File: src/rtl/fetch_stage_if.sv
// Fetch-stage bus: instruction-memory port, hazard/redirect controls and the
// IF/ID pipeline register fields handed to decode.
interface fetch_stage_if;
    localparam int unsigned XLEN = 32;

    // Instruction memory (combinational read)
    logic [XLEN-1:0] imem_addr;
    logic [XLEN-1:0] imem_instr;

    // Hazard unit and branch resolve
    logic            stall;
    logic            branch_taken;
    logic [XLEN-1:0] branch_target;

    // IF/ID register and status
    logic [XLEN-1:0] if_id_instr;
    logic [XLEN-1:0] if_id_pc;
    logic [XLEN-1:0] if_id_pc_plus4;
    logic            if_id_valid;
    logic            fetch_fault;
    logic [XLEN-1:0] fetch_count;

    modport master (
        output imem_addr,
        input  imem_instr,
        input  stall,
        input  branch_taken,
        input  branch_target,
        output if_id_instr,
        output if_id_pc,
        output if_id_pc_plus4,
        output if_id_valid,
        output fetch_fault,
        output fetch_count
    );

    modport slave (
        input  imem_addr,
        output imem_instr,
        output stall,
        output branch_taken,
        output branch_target,
        input  if_id_instr,
        input  if_id_pc,
        input  if_id_pc_plus4,
        input  if_id_valid,
        input  fetch_fault,
        input  fetch_count
    );
endinterface

File: src/rtl/fetch_stage.sv
// MIPS instruction-fetch stage: PC ownership, IF/ID capture, stall/redirect
// handling, sticky fault-halt on illegal PCs and a retired-fetch counter.
module fetch_stage #(
    parameter logic [31:0] RESET_PC   = 32'h0000_0000,
    parameter int unsigned IMEM_DEPTH = 128
) (
    input  logic          clk,
    input  logic          rst,
    fetch_stage_if.master fif
);
    localparam int unsigned XLEN = 32;
    localparam logic [XLEN-1:0] NOP = '0;

    typedef enum logic [1:0] {
        BOOT = 2'd0,
        RUN  = 2'd1,
        HALT = 2'd2
    } state_t;

    state_t          state;
    logic [XLEN-1:0] pc;
    logic [XLEN-1:0] word_idx;
    logic            pc_bad;

    assign word_idx      = {2'b00, pc[XLEN-1:2]};
    assign fif.imem_addr = word_idx;

    // Misaligned or beyond memory; pc+4 wrap-around lands here too
    assign pc_bad = (pc[1:0] != 2'b00) || (word_idx >= XLEN'(IMEM_DEPTH));

    always_ff @(posedge clk) begin
        if (rst) begin
            state              <= BOOT;
            pc                 <= RESET_PC;
            fif.if_id_instr    <= NOP;
            fif.if_id_pc       <= '0;
            fif.if_id_pc_plus4 <= '0;
            fif.if_id_valid    <= 1'b0;
            fif.fetch_fault    <= 1'b0;
            fif.fetch_count    <= '0;
        end else begin
            case (state)
                BOOT: begin
                    state <= RUN;
                end

                RUN: begin
                    if (pc_bad) begin
                        fif.if_id_instr    <= NOP;
                        fif.if_id_pc       <= '0;
                        fif.if_id_pc_plus4 <= '0;
                        fif.if_id_valid    <= 1'b0;
                        fif.fetch_fault    <= 1'b1;
                        state              <= HALT;
                    end else if (fif.branch_taken) begin
                        // Squash the wrong-path word fetched this cycle
                        pc                 <= fif.branch_target;
                        fif.if_id_instr    <= NOP;
                        fif.if_id_pc       <= '0;
                        fif.if_id_pc_plus4 <= '0;
                        fif.if_id_valid    <= 1'b0;
                    end else if (!fif.stall) begin
                        fif.if_id_instr    <= fif.imem_instr;
                        fif.if_id_pc       <= pc;
                        fif.if_id_pc_plus4 <= pc + XLEN'(4);
                        fif.if_id_valid    <= 1'b1;
                        pc                 <= pc + XLEN'(4);
                        fif.fetch_count    <= fif.fetch_count + XLEN'(1);
                    end
                end

                HALT: begin
                    fif.if_id_instr    <= NOP;
                    fif.if_id_pc       <= '0;
                    fif.if_id_pc_plus4 <= '0;
                    fif.if_id_valid    <= 1'b0;
                    fif.fetch_fault    <= 1'b1;
                end

                default: begin
                    state <= BOOT;
                end
            endcase
        end
    end
endmodule

File: src/flat_wrapper.sv
// flat-port wrapper written by rule: the top's interface ports become plain ports
module fetch_stage_flat 
#(
    parameter logic [31:0] RESET_PC   = 32'h0000_0000,
    parameter int unsigned IMEM_DEPTH = 128
)
  (clk, rst, fif_imem_addr, fif_imem_instr, fif_stall, fif_branch_taken, fif_branch_target, fif_if_id_instr, fif_if_id_pc, fif_if_id_pc_plus4, fif_if_id_valid, fif_fetch_fault, fif_fetch_count);
  fetch_stage_if fif_i ();
  input  logic clk;
  input  logic rst;
  output wire logic [$bits(fif_i.imem_addr)-1:0] fif_imem_addr;
  input wire logic [$bits(fif_i.imem_instr)-1:0] fif_imem_instr;
  input wire logic [$bits(fif_i.stall)-1:0] fif_stall;
  input wire logic [$bits(fif_i.branch_taken)-1:0] fif_branch_taken;
  input wire logic [$bits(fif_i.branch_target)-1:0] fif_branch_target;
  output wire logic [$bits(fif_i.if_id_instr)-1:0] fif_if_id_instr;
  output wire logic [$bits(fif_i.if_id_pc)-1:0] fif_if_id_pc;
  output wire logic [$bits(fif_i.if_id_pc_plus4)-1:0] fif_if_id_pc_plus4;
  output wire logic [$bits(fif_i.if_id_valid)-1:0] fif_if_id_valid;
  output wire logic [$bits(fif_i.fetch_fault)-1:0] fif_fetch_fault;
  output wire logic [$bits(fif_i.fetch_count)-1:0] fif_fetch_count;
  assign fif_imem_addr = fif_i.imem_addr;
  assign fif_i.imem_instr = fif_imem_instr;
  assign fif_i.stall = fif_stall;
  assign fif_i.branch_taken = fif_branch_taken;
  assign fif_i.branch_target = fif_branch_target;
  assign fif_if_id_instr = fif_i.if_id_instr;
  assign fif_if_id_pc = fif_i.if_id_pc;
  assign fif_if_id_pc_plus4 = fif_i.if_id_pc_plus4;
  assign fif_if_id_valid = fif_i.if_id_valid;
  assign fif_fetch_fault = fif_i.fetch_fault;
  assign fif_fetch_count = fif_i.fetch_count;
  fetch_stage #(.RESET_PC(RESET_PC), .IMEM_DEPTH(IMEM_DEPTH)) u_core (.clk(clk), .rst(rst), .fif(fif_i));
endmodule
File: config.mk
export PLATFORM = sky130hd
export DESIGN_NAME = fetch_stage_flat
export DESIGN_NICKNAME = d
export VERILOG_FILES = /design/src/rtl/fetch_stage_if.sv /design/src/rtl/fetch_stage.sv /design/src/flat_wrapper.sv
export SDC_FILE = /design/constraint.sdc
export NUM_CORES = 1
export LEC_CHECK = 0
export ABC_AREA = 1
export BUFFER_PORTS_ARGS = -buffer_cell sky130_fd_sc_hd__buf_2
export CAP_MARGIN = 0
export CORE_AREA = 2 2 181 183
export DETAILED_ROUTE_END_ITERATION = 10
export DIE_AREA = 0 0 183 185
export GPL_ROUTABILITY_DRIVEN = 0
export PLACE_DENSITY_LB_ADDON = 0.1
export SYNTH_ARGS = -nofsm -noshare
export SYNTH_HDL_FRONTEND = slang
export SYNTH_SLANG_ARGS = --single-unit
File: constraint.sdc
create_clock -name clk -period 2.13 [get_ports clk]
set_input_delay 0.1065 -clock clk [delete_from_list [all_inputs] [get_ports clk]]
set_output_delay 0.1065 -clock clk [all_outputs]
set_load 0.05 [all_outputs]
==> results.yml, run 1 <==
global_route:
  grt_pass1_vias: 7457
  overflow: 0
  grt_max_degree: 126
  antenna_found_initial: 4
  grt_use_total_pct: 15.81
  grt_pass1_wl_mm: 41.77
die:
  die_x_um: 183
  fp-row-count: 66
  die_h_um: 185
  start_util_pct: 24.52
  ioPinCount: 230
  fp.dieArea_um2: 33860
  core-area_um2: 32040
sta:
  fin_skew_ns: 0.009820
  tns_ns: 0
  min_period_ns: 1.835
  finalCritPeriodShare_pct: 86.16
  slew_headroom_pct: 44.92
  hold_viol: 0
  maxSlewViolCount: 0
  grt_setup_unrepaired: "false"
  tightest_slew_ns: 0.8262
  fmax_mhz: 544.9
  finalSetupViolations: 0
pwr:
  swShare_pct: 47.29
  p_leak_nw: 4.602
  p_sw_w: 0.006708
  clockPowerShare_pct: 23.7
  p_seq_share_pct: 26.6
  internal-power_w: 0.007475
  powerDensity_nw_per_um2: 1404
  combPwrFrac_pct: 49.7
  ir_drop_mv: 1.447
logic_synthesis:
  ys_ff_latch: 162
  syn_avg_cell_area_um2: 6.486
  yosys_warnings: 0
  yosysSeqAreaShare_pct: 41.29
  syn-cell-area_um2: 7855
  synthDistinctLibCells: 28
  synthCells: 1211
worst_setup_path:
  worstSetupEndpointType: "register"
  cp.arrival_ns: 2.20
  crit_fanout: 32
  start_kind: "register"
  critPathKind: "register to register"
  cp.required_ns: 2.50
clock_network:
  clock_latency_ns: 0.44
  cts-buffers-inserted: 17
  root_buffer: "clkbuf_16"
  clkTransAtPathRegs_ns: 0.07
  clock-sinks: 162
  h-tree-depth: 4
  clk_path_buf_depth: 2
  cts_tree: "done"
outcome:
  status: "finished, final reports clean"
placed_design:
  placedCellCount: 1767
  port_buffers: 227
  place_hpwl_mm: 17.66
  place_area_um2: 9234
drt:
  post_drt_wl_per_cell_um: 14.51
  vias_per_cell: 4.327
  drc_errors: 0
  vias: 7880
  routed_wl_mm: 26.41
  drtIter0Drc: 362
  postRouteAntennaNets: 0
  dr.pass1.iters: 4
cells_and_area:
  postLayoutCellArea_um2: 10100
  layout.cells.non_filler: 1821
  layout_commonest_cell: "nand2_1"
  final_cell_mix: "nand2_1, nor2_1, buf_2, dfxtp_1, a21oi_1"
  nets: 1476
  syn_to_final_growth_pct: 28.61
  fillers: 3628
  seq_area_um2: 3243
  drive_gt1_share_pct: 20.68
  multi_input_comb_area_um2: 3756
min_path:
  hp-class: "input port to register"
flow_run:
  drv_cap: 0
per-stage QoR:
stage	utilization, %	worst slack (ns)	total power (W)	hold slack [ns]
2_1_floorplan	-	0.2018	0.009159	0.2414
3_3_place_gp	28.82	0.2142	0.01090	0.3397
3_5_place_dp	28.82	0.1505	0.01092	0.3453
4_1_cts	31.47	0.1296	0.01440	0.0004614
5_1_grt	31.52	0.01275	0.01522	0.04041
6_report	31.53	0.2947	0.01418	0.01826
power by group through the flow:
| stage | sequential [W] | clock (W) | combinational (W) |
|---|---|---|---|
| floorplan | 0.00431 | 0 | 0.00485 |
| global placement | 0.00384 | 0 | 0.00707 |
| detailed placement | 0.00384 | 0 | 0.00708 |
| CTS | 0.00377 | 0.00349 | 0.00713 |
| global route | 0.00383 | 0.00363 | 0.00776 |
| finish | 0.00377 | 0.00337 | 0.00704 |
synthesized netlist by cell type:
library cell  count  area share [%]
xnor2_1           3            0.33
nand3_1          68             4.3
a21oi_1         102             6.5
or2_2             2            0.16
ha_1              6            0.96
buf_1             9            0.43
dfxtp_1         162              41
nand3b_1          6            0.57
nor2_1          255              12
or2_0             1           0.080
o21ai_1           5            0.32
inv_1            82             3.9
inv_2             2           0.096
o21ai_0          40             2.5
nand2_1         337              16
clkbuf_2          1           0.064
nor3_1           12            0.76
xor2_1           16             1.8
nor2_2            1           0.080
buf_4            40             3.8
clkbuf_1         34             1.6
nor2_4            2            0.29
nand2_2           1           0.080
buf_2            19             1.2
nor3_2            1            0.13
nand4_1           2            0.16
conb_1            1           0.048
nand3_2           1            0.13
per-layer routing:
metal	GRT usage, %	wire length, µm	up-vias	part of all wire, %
met2	24.00	11370	195	43
met5	0	39	-	0.15
met1	21.39	12820	3534	49
li1	-	-	4116	-
met4	4.704	339	6	1.3
met3	5.014	1839	29	7.0
cell families (layout without fill, tap and decap cells):
kind of cell	count (synthesis)	in the layout	share of synthesized area (%)
flops	162	162	41.29
simple gates	689	689	35.06
xor+xnor	19	19	2.119
fa+ha+maj	6	6	0.9557
other cells	1	3	0.04774
compound gates	147	147	9.366
buf+inv	187	387	11.17
final timing paths:
path | startpoint | end | slack, ns | cells past startpoint
max | u_core.pc[18] | u_core.fif.fetch_count[14] | 0.29 | 9
min | fif_branch_target[9] | u_core.pc[9] | 0.02 | 5
max reg2reg | u_core.pc[18] | u_core.fif.fetch_count[14] | 0.29 | 9
min reg2reg | u_core.fif.if_id_pc_plus4[21] | u_core.fif.if_id_pc_plus4[21] | 0.43 | 2
area by class of cell:
class | instances | share of cell area [%]
Clock inverter | 11 | 1.870
Timing Repair Buffer | 274 | 16.35
Antenna cell | 1 | 0.02477
Clock buffer | 18 | 4.248
Inverter | 84 | 3.171
Tap cell | 408 | 5.053
Sequential cell | 162 | 32.10
Multi-Input combinational cell | 863 | 37.18
registers in the layout, indices dropped and copies added, names as in the netlist:
| signal | cells |
|---|---|
| u_core.pc | 32 |
| u_core.fif.if_id_instr | 32 |
| u_core.fif.fetch_count | 32 |
| u_core.fif.if_id_valid | 1 |
| u_core.fif.fetch_fault | 1 |
| u_core.fif.if_id_pc | 30 |
| u_core.state | 2 |
| u_core.fif.if_id_pc_plus4 | 32 |
timing repair:
action	4_1_cts	5_1_grt
setup endpoints to repair	0	61
hold buffers	23	0
hold endpoints to repair	23	0
buffers inserted	0	1
resized for setup	0	5
worst max-delay path, cell delays in order (launching register included):
cell and delay (ns):
dfxtp_1 0.31, or2_0 0.21, nor2_1 0.10, nand2_1 0.09
nor2_4 0.21, nand2_2 0.15, nor2_4 0.19, buf_12 0.21
o21ai_0 0.12, a21oi_1 0.14
Power figures use the tool's default switching activity.
==> inputs of run 2 (changes only) <==
- RECOVER_POWER: unset -> 25
==> results.yml, run 2 (same netlist as run 1, synthesis figures left out) <==
global_route:
  overflow: 0
  grt_use_total_pct: 15.81
  grt_max_degree: 126
  antenna_found_initial: 4
  grt_pass1_wl_mm: 41.77
  grt_pass1_vias: 7457
sta:
  slew_headroom_pct: 45.37
  maxSlewViolCount: 0
  fmax_mhz: 544.3
  finalSetupViolations: 0
  finalCritPeriodShare_pct: 86.25
  fin_skew_ns: 0.009531
  hold_viol: 0
  tns_ns: 0
  min_period_ns: 1.837
  grt_setup_unrepaired: "false"
  tightest_slew_ns: 0.8194
drt:
  post_drt_wl_per_cell_um: 14.52
  dr.pass1.iters: 5
  vias: 7881
  drc_errors: 0
  drtIter0Drc: 375
  postRouteAntennaNets: 0
  vias_per_cell: 4.328
  routed_wl_mm: 26.44
min_path:
  hp-class: "input port to register"
  whs_path_depth: 5
  min_to: "u_core.pc[9]"
  min_from: "fif_branch_target[9]"
die:
  fp.dieArea_um2: 33860
  fp-row-count: 66
  die_x_um: 183
  die_h_um: 185
  core-area_um2: 32040
  start_util_pct: 24.52
  ioPinCount: 230
placed_design:
  place_hpwl_mm: 17.66
  port_buffers: 227
worst_setup_path:
  cp.required_ns: 2.50
  r2r_start: "u_core.pc[18]"
  cp.arrival_ns: 2.20
  worstSetupEndpointType: "register"
  r2r_end: "u_core.fif.fetch_count[14]"
  crit_fanout: 32
  ff2ff_path_depth: 9
  start_kind: "register"
  critPathKind: "register to register"
  ff2ff_setup_slack_ns: 0.29
pwr:
  powerDensity_nw_per_um2: 1414
  ir_drop_mv: 1.427
  p_total_w: 0.01414
  p_leak_nw: 4.251
clock_network:
  h-tree-depth: 4
  cts-buffers-inserted: 17
  clk_path_buf_depth: 2
  clock-sinks: 162
  clock_latency_ns: 0.44
  root_buffer: "clkbuf_16"
  cts_tree: "done"
  clkTransAtPathRegs_ns: 0.07
cells_and_area:
  syn_to_final_growth_pct: 27.33
  nets: 1476
  layout_commonest_cell: "nand2_1"
  final_cell_mix: "nand2_1, nor2_1, dfxtp_1, buf_2, a21oi_1"
  drive_gt1_share_pct: 15.01
flow_run:
  drv_cap: 0
outcome:
  status: "finished, final reports clean"
[run 2: cell count changes in the layout (fill, tap and decap cells not counted)]
cell / previous run / this run
clkbuf_1: 1 / 81
buf_2: 225 / 145
[run 2: worst max-delay path by stage]
stage	to	startpoint	cells past startpoint
floorplan	u_core.fif.fetch_count[16]	u_core.fif.fetch_count[0]	8
global placement	u_core.pc[18]	u_core.pc[22]	10
detailed placement	u_core.pc[18]	u_core.pc[22]	10
CTS	u_core.pc[18]	u_core.pc[22]	10
global route	u_core.fif.fetch_count[2]	u_core.pc[9]	10
finish	u_core.fif.fetch_count[14]	u_core.pc[18]	9
[run 2: repair_timing]
action / CTS / global route
resized for setup: 0 / 5
setup buffers: 0 / 1
hold endpoints to repair: 23 / 0
setup endpoints to repair: 0 / 61
hold buffers: 23 / 0
[run 2: critical path, stage by stage (launching register included)]
cell     delay, ns
dfxtp_1       0.31
or2_0         0.21
nor2_1        0.10
nand2_1       0.09
nor2_4        0.21
nand2_2       0.16
nor2_4        0.19
buf_12        0.21
o21ai_0       0.12
a21oi_1       0.14
[run 2: metal layers]
layer / GRT usage, % / share of wire, % / wire, µm
met5: 0 / 0.15 / 39
met4: 4.704 / 1.3 / 338
met3: 5.014 / 7.0 / 1854
met2: 24.00 / 43 / 11390
met1: 21.39 / 48 / 12820
[run 2: metrics by stage]
stage | hold WS [ns] | instance area (µm²) | utilization (%) | worst slack [ns] | std cells
2_1_floorplan | 0.2414 | 7859 | - | 0.2018 | 1212
3_3_place_gp | 0.3397 | 9234 | 28.82 | 0.2142 | 1767
3_5_place_dp | 0.3453 | 9234 | 28.82 | 0.1505 | 1767
4_1_cts | 0.0004614 | 10080 | 31.47 | 0.1296 | 1819
5_1_grt | 0.04041 | 10000 | 31.21 | 0.01275 | 1820
6_report | 0.01786 | 10000 | 31.22 | 0.2928 | 1821
[run 2: report_power, final]
part	switching (W)	internal (W)	leakage [nW]	total [W]
Combinational	0.00507	0.00192	2.65	0.00699
Clock	0.00132	0.00206	0.297	0.00337
Sequential	0.000312	0.00347	1.31	0.00378
[run 2: area by class of cell]
type,instances,area (µm²)
Antenna cell,1,2.502
Clock buffer,18,429.2
Clock inverter,11,188.9
Fill cell,3662,22040
Inverter,84,320.3
Multi-Input combinational cell,863,3756
Sequential cell,162,3243
Tap cell,408,510.5
Timing Repair Buffer,274,1551
